<file path="src/rtl/time_entry_loader_if.sv">
// Keypad/timer-side bundle for time_entry_loader: key events and busy in,
// BCD preset digits, load strobe and entry status out.
interface time_entry_loader_if;
    logic        key_valid;
    logic [3:0]  key_code;
    logic        busy;
    logic [15:0] digits_out;
    logic        load;
    logic        entry_active;
    logic [2:0]  digit_count;
    logic        err;

    modport master (
        output key_valid, key_code, busy,
        input  digits_out, load, entry_active, digit_count, err
    );

    modport slave (
        input  key_valid, key_code, busy,
        output digits_out, load, entry_active, digit_count, err
    );
endinterface

</file>
<file path="src/rtl/time_entry_loader.sv">
// Microwave-style MM:SS keypad entry that presets the MOD10/MOD6 down-counter chain.
// Optional macro AUTO_NORMALIZE_EN: fold seconds >= 60 into minutes instead of rejecting.
module time_entry_loader #(
    parameter int SEC_TENS_MAX = 5,
    parameter int MAX_DIGITS   = 4
) (
    input  logic               clk,
    input  logic               clear,
    time_entry_loader_if.slave bus
);

    typedef enum logic [1:0] {IDLE, ENTRY, LOAD} state_t;

    localparam logic [3:0] SEC_TENS_LIM = 4'(SEC_TENS_MAX);
    localparam logic [2:0] MAX_CNT      = 3'(MAX_DIGITS);

    state_t state;
    logic   key_valid_q;
    logic   press;
    logic   is_digit;
    logic   is_cancel;
    logic   is_enter;
    logic   sec_over;

    // A held key only counts once, and busy swallows the edge rather than deferring it.
    assign press     = bus.key_valid & ~key_valid_q & ~bus.busy;
    assign is_digit  = (bus.key_code <= 4'd9);
    assign is_cancel = (bus.key_code == 4'hA);
    assign is_enter  = (bus.key_code == 4'hB);
    assign sec_over  = (bus.digits_out[7:4] > SEC_TENS_LIM);

`ifdef AUTO_NORMALIZE_EN
    logic        norm_pend;
    logic [16:0] norm_res;

    // Returns {ok, digits}; ok=0 when the minute carry would overflow 99.
    function automatic logic [16:0] normalize(input logic [15:0] d);
        logic [3:0] mt;
        logic [3:0] mu;
        logic [6:0] s;
        logic [6:0] r;
        mt = d[15:12];
        mu = d[11:8];
        s  = 7'(d[7:4]) * 7'd10 + 7'(d[3:0]);
        if (s < 7'd60)
            return {1'b1, d};
        if (mt == 4'd9 && mu == 4'd9)
            return {1'b0, d};
        r = s - 7'd60;
        if (mu == 4'd9) begin
            mu = 4'd0;
            mt = mt + 4'd1;
        end else begin
            mu = mu + 4'd1;
        end
        return {1'b1, mt, mu, 4'(r / 7'd10), 4'(r % 7'd10)};
    endfunction

    assign norm_res = normalize(bus.digits_out);
`endif

    always_ff @(posedge clk or negedge clear) begin
        if (!clear) begin
            state            <= IDLE;
            key_valid_q      <= 1'b0;
            bus.digits_out   <= 16'h0000;
            bus.load         <= 1'b1;
            bus.entry_active <= 1'b0;
            bus.digit_count  <= 3'd0;
            bus.err          <= 1'b0;
`ifdef AUTO_NORMALIZE_EN
            norm_pend        <= 1'b0;
`endif
        end else begin
            key_valid_q <= bus.key_valid;
            bus.err     <= 1'b0;
            case (state)
                IDLE: begin
                    if (press) begin
                        if (is_digit) begin
                            bus.digits_out   <= {12'h000, bus.key_code};
                            bus.digit_count  <= 3'd1;
                            bus.entry_active <= 1'b1;
                            state            <= ENTRY;
                        end else if (is_cancel) begin
                            bus.digits_out <= 16'h0000;
                        end
                    end
                end
                ENTRY: begin
`ifdef AUTO_NORMALIZE_EN
                    // Normalized digits get one settled cycle before the strobe.
                    if (norm_pend) begin
                        norm_pend        <= 1'b0;
                        bus.load         <= 1'b0;
                        bus.entry_active <= 1'b0;
                        state            <= LOAD;
                    end else
`endif
                    if (press) begin
                        if (is_digit) begin
                            if (bus.digit_count < MAX_CNT) begin
                                bus.digits_out  <= {bus.digits_out[11:0], bus.key_code};
                                bus.digit_count <= bus.digit_count + 3'd1;
                            end
                        end else if (is_cancel) begin
                            bus.digits_out   <= 16'h0000;
                            bus.digit_count  <= 3'd0;
                            bus.entry_active <= 1'b0;
                            state            <= IDLE;
                        end else if (is_enter) begin
                            if (!sec_over) begin
                                bus.load         <= 1'b0;
                                bus.entry_active <= 1'b0;
                                state            <= LOAD;
                            end else begin
`ifdef AUTO_NORMALIZE_EN
                                if (norm_res[16]) begin
                                    bus.digits_out <= norm_res[15:0];
                                    norm_pend      <= 1'b1;
                                end else begin
                                    bus.err <= 1'b1;
                                end
`else
                                bus.err <= 1'b1;
`endif
                            end
                        end
                    end
                end
                LOAD: begin
                    bus.load        <= 1'b1;
                    bus.digit_count <= 3'd0;
                    state           <= IDLE;
                end
                default: state <= IDLE;
            endcase
        end
    end

endmodule

</file>
<file path="src/flat_wrapper.sv">
// flat-port wrapper written by rule: the top's interface ports become plain ports
module time_entry_loader_flat 
#(
    parameter int SEC_TENS_MAX = 5,
    parameter int MAX_DIGITS   = 4
)
  (clk, clear, bus_key_valid, bus_key_code, bus_busy, bus_digits_out, bus_load, bus_entry_active, bus_digit_count, bus_err);
  time_entry_loader_if bus_i ();
  input  logic clk;
  input  logic clear;
  input wire logic [$bits(bus_i.key_valid)-1:0] bus_key_valid;
  input wire logic [$bits(bus_i.key_code)-1:0] bus_key_code;
  input wire logic [$bits(bus_i.busy)-1:0] bus_busy;
  output wire logic [$bits(bus_i.digits_out)-1:0] bus_digits_out;
  output wire logic [$bits(bus_i.load)-1:0] bus_load;
  output wire logic [$bits(bus_i.entry_active)-1:0] bus_entry_active;
  output wire logic [$bits(bus_i.digit_count)-1:0] bus_digit_count;
  output wire logic [$bits(bus_i.err)-1:0] bus_err;
  assign bus_i.key_valid = bus_key_valid;
  assign bus_i.key_code = bus_key_code;
  assign bus_i.busy = bus_busy;
  assign bus_digits_out = bus_i.digits_out;
  assign bus_load = bus_i.load;
  assign bus_entry_active = bus_i.entry_active;
  assign bus_digit_count = bus_i.digit_count;
  assign bus_err = bus_i.err;
  time_entry_loader #(.SEC_TENS_MAX(SEC_TENS_MAX), .MAX_DIGITS(MAX_DIGITS)) u_core (.clk(clk), .clear(clear), .bus(bus_i));
endmodule
</file>
<file path="config.mk">
export PLATFORM = sky130hd
export DESIGN_NAME = time_entry_loader_flat
export DESIGN_NICKNAME = d
export VERILOG_FILES = /design/src/rtl/time_entry_loader_if.sv /design/src/rtl/time_entry_loader.sv /design/src/flat_wrapper.sv
export SDC_FILE = /design/constraint.sdc
export NUM_CORES = 1
export LEC_CHECK = 0
export CAP_MARGIN = 20
export CELL_PAD_IN_SITES_DETAIL_PLACEMENT = 2
export CELL_PAD_IN_SITES_GLOBAL_PLACEMENT = 2
export CORE_MARGIN = 2
export CORE_UTILIZATION = 33
export DETAILED_ROUTE_END_ITERATION = 16
export PLACE_DENSITY_LB_ADDON = 0.15
export SLEW_MARGIN = 5
export SYNTH_ARGS = -nofsm -noshare
export SYNTH_HDL_FRONTEND = slang
export SYNTH_SLANG_ARGS = --single-unit
</file>
<file path="constraint.sdc">
create_clock -name clk -period 4.65 [get_ports clk]
set_clock_uncertainty 0.05 [all_clocks]
set_input_delay 1.1625 -clock clk [delete_from_list [all_inputs] [get_ports clk]]
set_output_delay 1.1625 -clock clk [all_outputs]
set_load 0.005 [all_outputs]
</file>
==> results of run 1 <==
==> placed cells by master (no fill, tap or decap), drive strengths merged, types with 3 or more instances in the layout <==
cell	n
o21ai	5
clkbuf	3
a21oi	8
nor2	8
inv	7
nand2	5
a22o	14
dfrtp	24
a21o	5
ha	5
clkdlybuf4s50	29
==> cell families (layout without fill, tap and decap cells) <==
| group | after synthesis | after routing | share of synthesized area |
|---|---|---|---|
| mux | 1 | 1 | 0.008114 |
| buf+inv | 10 | 42 | 0.03854 |
| compound gates | 43 | 43 | 0.2789 |
| fa+ha+maj | 5 | 5 | 0.05071 |
| flops | 25 | 25 | 0.5081 |
| simple gates | 26 | 26 | 0.1156 |
==> routing by layer <==
layer	up-vias	GRT usage	share of wire
met5	-	0	0
met4	0	0.04427	0.010
met3	4	0.04110	0.046
met2	27	0.3003	0.49
met1	528	0.2359	0.46
li1	476	-	-
==> through the flow <==
| step | std cells | power, mW | setup slack [ns] |
|---|---|---|---|
| 2_1_floorplan | 110 | 0.5641 | 2.168 |
| 3_3_place_gp | 185 | 0.7467 | 1.484 |
| 3_5_place_dp | 186 | 0.7721 | 1.403 |
| 4_1_cts | 190 | 0.9069 | 1.687 |
| 5_1_grt | 190 | 0.9609 | 1.587 |
| 6_report | 190 | 0.8908 | 1.699 |
==> Yosys cell counts, drive strengths merged, types with 2 or more instances <==
cell type / number
nand2: 5
inv: 7
o32ai: 2
o21ai: 5
nand4: 2
o22ai: 2
a21oi: 8
nor2: 8
a22o: 14
dfrtp: 24
a21o: 5
buf: 3
ha: 5
==> worst max-delay path, delay by kind of cell <==
family | cells | cell delay (ns)
buf+inv | 1 | 0.50
simple gates | 1 | 0.43
compound gates | 3 | 0.96
==> power by group through the flow <==
stage	combinational, mW	clock, mW	sequential, mW
2_1_floorplan	0.213	0	0.351
3_3_place_gp	0.387	0	0.360
3_5_place_dp	0.403	0	0.369
4_1_cts	0.406	0.136	0.365
5_1_grt	0.442	0.144	0.376
6_report	0.398	0.130	0.363
==> sequential cells by signal, summed over array words and instances, names as in the netlist <==
signal,flops
u_core.bus.digit_count,3
u_core.bus.digits_out,16
u_core.bus.entry_active,1
u_core.bus.err,1
u_core.bus.load,1
u_core.key_valid_q,1
u_core.state,2
==> layout make-up <==
cell class	count	area, sq um
fill	401	1999
timing repair buffer	31	312.8
inverter	7	26.28
tap	48	60.06
clock buffer	3	41.29
sequential	25	626.9
clock inverter	1	7.507
multi-input combinational	75	559.3
==> final timing paths <==
| path | from | endpoint | cells after the start |
|---|---|---|---|
| max reg2reg | u_core.state[1] | u_core.bus.digits_out[1] | 6 |
| min | u_core.bus.load | u_core.bus.load | 2 |
| max in group asynchronous | clear | u_core.bus.load | 2 |
| max | bus_key_valid | u_core.bus.digits_out[1] | 5 |
| min reg2reg | u_core.bus.load | u_core.bus.load | 2 |
| min in group asynchronous | clear | u_core.bus.digits_out[12] | 1 |
==> impl_metrics.csv, run 1 <==
group,metric,value,unit
synthesis,avgSynthCellArea,11.22,sq um
drt,routed-via-count,1035,
power,power_frac_clock,0.145,
timing,period_share,0.6347,
die,std_cell_rows,22,
clock_tree,cts_root_buf,"clkbuf_8",
power,pwr-share-seq,0.407,
drt,wl_per_cell,17.75,um
clock_tree,clkTransAtPathRegs,0.09,ns
drt,post-route-drc-count,0,
die,core_area,3633,sq um
drt,drt_pass1_iterations,4,
grt,groute.usage.overall,0.1792,
placed_design,hpwlAfterDp,2.631,mm
grt,grt_max_degree,16,
placed_design,place_area,1585,sq um
synthesis,synth_top_area_cell,"dfrtp_1",
cells_and_area,antenna_cells,0,
synthesis,yosysSeqAreaShare,0.5081,
setup_path,critical_path_required,4.76,ns
synthesis,synthArstFlopShare,1.000,
synthesis,synth_flop_cell,"dfrtp_1",
power,power_leakage,0.7339,nW
synthesis,syn_inst,110,
clock_tree,cts_hold_buffers,0,
drt,drtIter0Drc,37,
grt,antenna_found_initial,0,
grt,grt_pass1_vias,1158,
min_path,min_path_type,"flop to flop",
setup_path,r2r_slack,2.29,ns
clock_tree,ctsHtreeMaxLevel,1,
timing,slew_headroom,0.5218,
power,intPower,568.5,uW
timing,max_freq,338.8,MHz
power,vdd_ir_drop_max,0.1714,mV
synthesis,yosys_warnings,0,
status,status,"completed",
setup_path,cp-end-kind,"flop",
drt,post_drt_via_cell_ratio,5.447,
die,io_pins,30,
setup_path,cpMaxStageDelayCell,"clkdlybuf4s50_1",
synthesis,ys_types,36,
power,p_sw_frac,0.3617,
clock_tree,cts_resized,0,
clock_tree,postCtsSetupRepairBufs,0,
setup_path,worstPathCellList,"clkdlybuf4s50_1, or3b_4, a311oi_4, o21ai_2, a22o_2",
power,powerDensity,545.1,nW/um^2
timing,fin_crit,2.951,ns
synthesis,synth_top_area_frac,0.4868,
synthesis,synth-edff-count,0,
synthesis,syn_area,1234,sq um
timing,tns,0,ns
timing,finalHoldViolCount,0,
clock_tree,cts.sinks,25,
setup_path,startpoint_type,"primary input",
grt,globalRouteOverflowTotal,0,
timing,rsz0062_at_grt,"no",
synthesis,yosys_register_bits,25,
drt,wirelength,3.373,mm
clock_tree,tritoncts,"done",
grt,grt_pass1_wl,5.796,mm
die,start_util,0.3395,
die,die_height,65.14,um
cells_and_area,postLayoutCoreUtil,0.4497,
die,die_area,4243,sq um
timing,tightest_slew,0.7150,ns
cells_and_area,fin_area,1634,sq um
drt,final_antenna_net_count,0,
placed_design,place.gp.congestion,0.7844,
placed_design,portBuffers,29,
job,max-cap-violations,0,
setup_path,cpPeakStageDelay,0.50,ns
setup_path,criticalPathCategory,"primary input to flop",
cells_and_area,areaGrowthSynthToFinish,32.45,%
cells_and_area,drive_gt1_frac,0.1268,
synthesis,synth.area.top_cells,"dfrtp_1, a22o_1, ha_1",
die,die_width,65.14,um
cells_and_area,final_nets,156,
timing,hold_slack,0.4616,ns
setup_path,crit_arrival,3.06,ns
timing,setup_viol,0,
clock_tree,cts_max_path_buffers,2,
clock_tree,cts_made_buffers,3,
timing,drv_slew,0,
synthesis,synth_nets,123,
setup_path,crit_fanout,14,
power,share_comb_of_total_power,0.447,
clock_tree,clk_latency,0.27,ns
power,p_sw,322.2,uW
Note: power is estimated with default switching activity, not from simulation.
==> run 2, diff against run 1 <==
--- a/config.mk
+++ b/config.mk
@@ -9,7 +9,7 @@
 export CELL_PAD_IN_SITES_DETAIL_PLACEMENT = 2
 export CELL_PAD_IN_SITES_GLOBAL_PLACEMENT = 2
 export CORE_MARGIN = 2
-export CORE_UTILIZATION = 33
+export CORE_UTILIZATION = 28
 export DETAILED_ROUTE_END_ITERATION = 16
 export PLACE_DENSITY_LB_ADDON = 0.15
 export SLEW_MARGIN = 5
==> constraint.sdc (replaced) <==
create_clock -name clk -period 2.5 [get_ports clk]
set_clock_uncertainty 0.05 [all_clocks]
set_input_delay 0.625 -clock clk [delete_from_list [all_inputs] [get_ports clk]]
set_output_delay 0.625 -clock clk [all_outputs]
set_load 0.005 [all_outputs]
==> run 2 against run 1 <==
Net effect: critical path depth stayed put; wire length is 4.3% higher; setup slack worse by 1.4 ns; die area is 17% higher; sequential power is 84% higher; power is 88% higher; critical path type unchanged.
==> impl_metrics.csv, run 2 (synthesis results as in run 1) <==
group,metric,value,unit
clock_tree,ctsHtreeMaxLevel,1,
clock_tree,cts_root_buf,"clkbuf_8",
die,die_area,4953,sq um
min_path,min_path_type,"flop to flop",
power,powerDensity,990.2,nW/um^2
min_path,whs_path_depth,1,
drt,drtIter0Drc,43,
cells_and_area,final_common_cell,"clkdlybuf4s50_1",
timing,tightest_slew,0.5845,ns
placed_design,portBuffers,29,
timing,period_share,0.8831,
die,die_height,70.38,um
drt,post-route-drc-count,0,
setup_path,r2r_cells,6,
die,io_pins,30,
die,start_util,0.2873,
grt,grt_pass1_vias,1134,
die,std_cell_rows,24,
drt,drt_pass1_iterations,4,
power,vdd_ir_drop_max,0.2965,mV
cells_and_area,largest_reg_flops,16,
cells_and_area,top_register,"u_core.bus.digits_out",
timing,setup_viol,0,
clock_tree,postCtsSetupRepairBufs,0,
die,core_area,4294,sq um
power,power_leakage,0.7762,nW
job,max-cap-violations,0,
placed_design,place_area,1650,sq um
cells_and_area,antenna_cells,0,
grt,grt_pass1_wl,5.885,mm
cells_and_area,nFillCells,464,
clock_tree,tritoncts,"done",
timing,slew_headroom,0.6103,
setup_path,criticalPathCategory,"primary input to flop",
setup_path,startpoint_type,"primary input",
power,p_total,1.679,mW
status,status,"completed",
setup_path,r2r_start,"u_core.state[0]",
clock_tree,clkTransAtPathRegs,0.09,ns
clock_tree,cts_hold_buffers,0,
cells_and_area,reg_top3,"u_core.bus.digits_out x16, u_core.bus.digit_count x3, u_core.state x2",
setup_path,cp-end-kind,"flop",
setup_path,crit_arrival,2.32,ns
timing,rsz0062_at_grt,"no",
drt,routed-via-count,1044,
cells_and_area,drive_gt1_frac,0.1722,
cells_and_area,fin_area,1695,sq um
clock_tree,cts_resized,0,
drt,post_drt_via_cell_ratio,5.143,
clock_tree,cts_max_path_buffers,2,
timing,finalHoldViolCount,0,
grt,groute.usage.overall,0.1498,
grt,globalRouteOverflowTotal,0,
drt,wirelength,3.517,mm
die,die_width,70.38,um
cells_and_area,final_cell_mix,"clkdlybuf4s50_1, dfrtp_1, buf_4",
grt,antenna_found_initial,0,
drt,final_antenna_net_count,0,
placed_design,place_ws,0.01238,ns
clock_tree,clk_latency,0.27,ns
timing,fin_crit,2.208,ns
setup_path,crit_start,"bus_key_valid",
setup_path,critical_path_required,2.61,ns
clock_tree,cts_made_buffers,3,
timing,setup_slack,0.2923,ns
cells_and_area,areaGrowthSynthToFinish,37.42,%
grt,grt_max_degree,26,
timing,tns,0,ns
clock_tree,cts.sinks,25,
setup_path,crit_fanout,14,
min_path,hold_start,"u_core.bus.digits_out[14]",
timing,drv_slew,0,
placed_design,dp.cells,199,
min_path,holdPathEnd,"u_core.bus.digits_out[14]",
drt,wl_per_cell,17.33,um
cells_and_area,fin_cells,203,
timing,max_freq,453.0,MHz
placed_design,hpwlAfterDp,2.787,mm
cells_and_area,final_nets,165,
setup_path,r2r_slack,0.42,ns
setup_path,r2r_end,"u_core.bus.digits_out[2]",
placed_design,place.gp.congestion,0.7415,
-- run 2: per-stage QoR --
step	utilization	hold WS [ns]
floorplan	-	0.2794
global placement	0.3843	0.4327
detailed placement	0.3843	0.4421
CTS	0.3948	0.4637
global route	0.3948	0.4860
finish	0.3948	0.4549
-- run 2: worst max path at each step --
| stage | endpoint | depth (start not counted) |
|---|---|---|
| 2_1_floorplan | u_core.bus.digits_out[5] | 5 |
| 3_3_place_gp | u_core.bus.digits_out[1] | 5 |
| 3_5_place_dp | u_core.bus.digits_out[2] | 5 |
| 4_1_cts | u_core.bus.digits_out[2] | 5 |
| 5_1_grt | u_core.bus.digits_out[4] | 6 |
| 6_report | u_core.bus.digits_out[2] | 5 |
-- run 2: final cells by class --
cell class,instances,area (sq um),share of cell area
sequential,25,626.9,0.3697
timing repair buffer,40,372.9,0.2199
inverter,7,26.28,0.01550
tap,52,65.06,0.03838
multi-input combinational,75,559.3,0.3299
clock buffer,4,45.04,0.02657
-- run 2: power breakdown --
part / switching (mW) / total [mW] / internal (mW)
Clock: 0.127 / 0.240 / 0.114
Combinational: 0.344 / 0.770 / 0.426
Sequential: 0.134 / 0.669 / 0.535
-- run 2: metal layers --
layer	part of all wire	up-vias	routed length [um]	global-route usage
met2	0.55	16	1932	0.2820
met4	0.0068	0	24	0.03205
met1	0.42	533	1467	0.1810
li1	-	493	-	-
met5	0	-	0	0
met3	0.026	2	92	0.01732
-- run 2: critical path, cell delays in order --
cell and delay, ns:
clkdlybuf4s50_1 0.47, or3b_4 0.40, a311oi_4 0.26, o21ai_2 0.24, a22o_2 0.32
==> run 3, diff against run 2 <==
--- a/config.mk
+++ b/config.mk
@@ -11,6 +11,7 @@
 export CORE_MARGIN = 2
 export CORE_UTILIZATION = 28
 export DETAILED_ROUTE_END_ITERATION = 16
+export HOLD_SLACK_MARGIN = 0.05
 export PLACE_DENSITY_LB_ADDON = 0.15
 export SLEW_MARGIN = 5
 export SYNTH_ARGS = -nofsm -noshare
==> results of run 3 <==
The final DEF is identical to that of run 2; final timing and power are the same.
==> RTL edit 1: new RTL, settings of run 3 <==
Add a define of `AUTO_NORMALIZE_EN`.
--- a/src/rtl/time_entry_loader.sv
+++ b/src/rtl/time_entry_loader.sv
@@ -1,5 +1,7 @@
 // Microwave-style MM:SS keypad entry that presets the MOD10/MOD6 down-counter chain.
 // Optional macro AUTO_NORMALIZE_EN: fold seconds >= 60 into minutes instead of rejecting.
+`define AUTO_NORMALIZE_EN
+
 module time_entry_loader #(
     parameter int SEC_TENS_MAX = 5,
     parameter int MAX_DIGITS   = 4
Formal check against the unedited RTL: not equivalent (Yosys sat finds a counterexample within 10 cycles, from zero or initial values).
==> RTL edit 1 against run 3 <==
  * The flow now finishes with violations (setup timing)
  * Total power grew to 3.5 times the old value
  * First-iteration DRC count is 98% higher
  * Routed wire length grew to 4.0 times the old value
  * Synthesized cell count grew to 3.1 times the old value
  * Global-route usage is 9.9 points higher
  * Area after synthesis is 120% higher
  * Worst setup slack worse by 2500 ps
  * Combinational power grew to 6.4 times the old value
  * Sequential cell count is 1 higher
  * Design area grew to 2.8 times the old value
  * Count of clock-buffer cells in the layout stayed put
  * Via count grew to 3.2 times the old value
==> RTL edit 1: results (changes against run 3) <==
- WP data arrival: 4870 ps (+2550 ps)
- Commonest cells in the synthesized netlist: 35 x nand2_1, 25 x dfrtp_1, 24 x nor2_1, 24 x o21ai_0, 23 x a21oi_1
- Max stage delay on crit path: 530 ps (+60 ps)
- FF-to-FF Start: u_core.bus.digits_out[4]
- Placer congestion estimate: 0.8647 (+17%)
- Cells after Synth: 337 (+210%)
- Global-route wire length before repair: 19.94 mm (+240%)
- Rel. slew slack: 0.5812 (-0.02910)
- Largest net degree at the start of global routing: 27 (+3.8%)
- Status: complete, but fails checks
- HPWL Detailed: 9.043 mm (+220%)
- Unique masters post-synth: 77 (+110%)
- WL per Instance: 22.76 um (+31%)
- Filler cells: 1010 (+120%)
- Violated checks: setup timing
- Syn_nets: 367 (+200%)
- Max VDD drop: 0.0005192 V (+75%)
- Setup TNS after final layout: -25930 ps (-25930 ps)
- Placed instance count: 592 (+200%)
- Final worst slack: -2210 ps (-2502 ps)
- Reg2reg path depth: 15 (+9)
- Fraction of layout cells with a size suffix above 1: 0.4765 (+0.3043)
- Vias in the first global route: 3739 (+230%)
- Final setup vio count: 18 (+18)
- Worst Setup EP: u_core.bus.digits_out[3]
- Crit Path Max Fanout: 8 (-6)
[RTL edit 1: repair_timing]
item / 4_1_cts / 5_1_grt
pin swaps: 18 / 24
hold endpoints to repair: 0 / 0
endpoints found under the setup margin: 18 / 21
gates resized for setup: 35 / 37
setup buffers: 9 / 13
[RTL edit 1: where the power goes]
group	switching (W)	internal (W)	leakage (nW)
clock network	0.000155	0.000142	0.0288
registers	0.0000748	0.000507	0.342
logic	0.00251	0.00241	1.58
[RTL edit 1: worst min-delay path by stage]
stage	start	end	slack [ps]	cells after the start
6_report	u_core.bus.entry_active	u_core.bus.entry_active	460	2
5_1_grt	u_core.bus.entry_active	u_core.bus.entry_active	520	2
4_1_cts	u_core.bus.entry_active	u_core.bus.entry_active	470	2
3_5_place_dp	u_core.bus.entry_active	u_core.bus.entry_active	450	2
3_3_place_gp	u_core.bus.entry_active	u_core.bus.entry_active	440	2
2_1_floorplan	clear	u_core.bus.digit_count[0]	280	0
[RTL edit 1: area by class of cell]
cell class	count	area share
clock buffers	4	0.01180
repair buffers	162	0.2841
multi-input cells	272	0.5075
well taps	129	0.03460
inverters	25	0.02200
flip-flops and latches	26	0.1400
[RTL edit 1: routing by layer]
layer	wire, um	vias to the layer above	GRT usage	share of wire
met1	5493	1691	0.2744	0.39
met4	428	0	0.09231	0.030
li1	-	1528	-	-
met2	7898	60	0.4902	0.56
met3	246	27	0.01915	0.017
met5	0	-	0	0
[RTL edit 1: worst max-delay path, delay by kind of cell, from the launching register on]
kind	cells	cell delay, ps
AND/OR/NAND/NOR	3	1100
XOR/XNOR	1	200
AO/OA/AOI/OAI	5	1510
flip-flops	1	420
adder cells (fa/ha/maj)	3	830
buffers and inverters	2	210
multiplexers	1	310
[RTL edit 1: cells by family (layout without fill, tap and decap cells)]
| group | count (synthesis) | after routing | synth area share |
|---|---|---|---|
| simple gates | 130 | 130 | 0.2542 |
| buf+inv | 39 | 191 | 0.06089 |
| xor+xnor | 12 | 12 | 0.05858 |
| flops | 26 | 26 | 0.2403 |
| mux | 4 | 4 | 0.01568 |
| compound gates | 103 | 103 | 0.2597 |
| fa+ha+maj | 23 | 23 | 0.1107 |
[RTL edit 1: through the flow]
stage	cell area [sq um]	setup slack [ps]	utilization
2_1_floorplan	2899	-1844	-
3_3_place_gp	4074	-1852	0.4368
3_5_place_dp	4074	-2033	0.4368
4_1_cts	4380	-1887	0.4696
5_1_grt	4664	-2467	0.5001
6_report	4664	-2210	0.5001
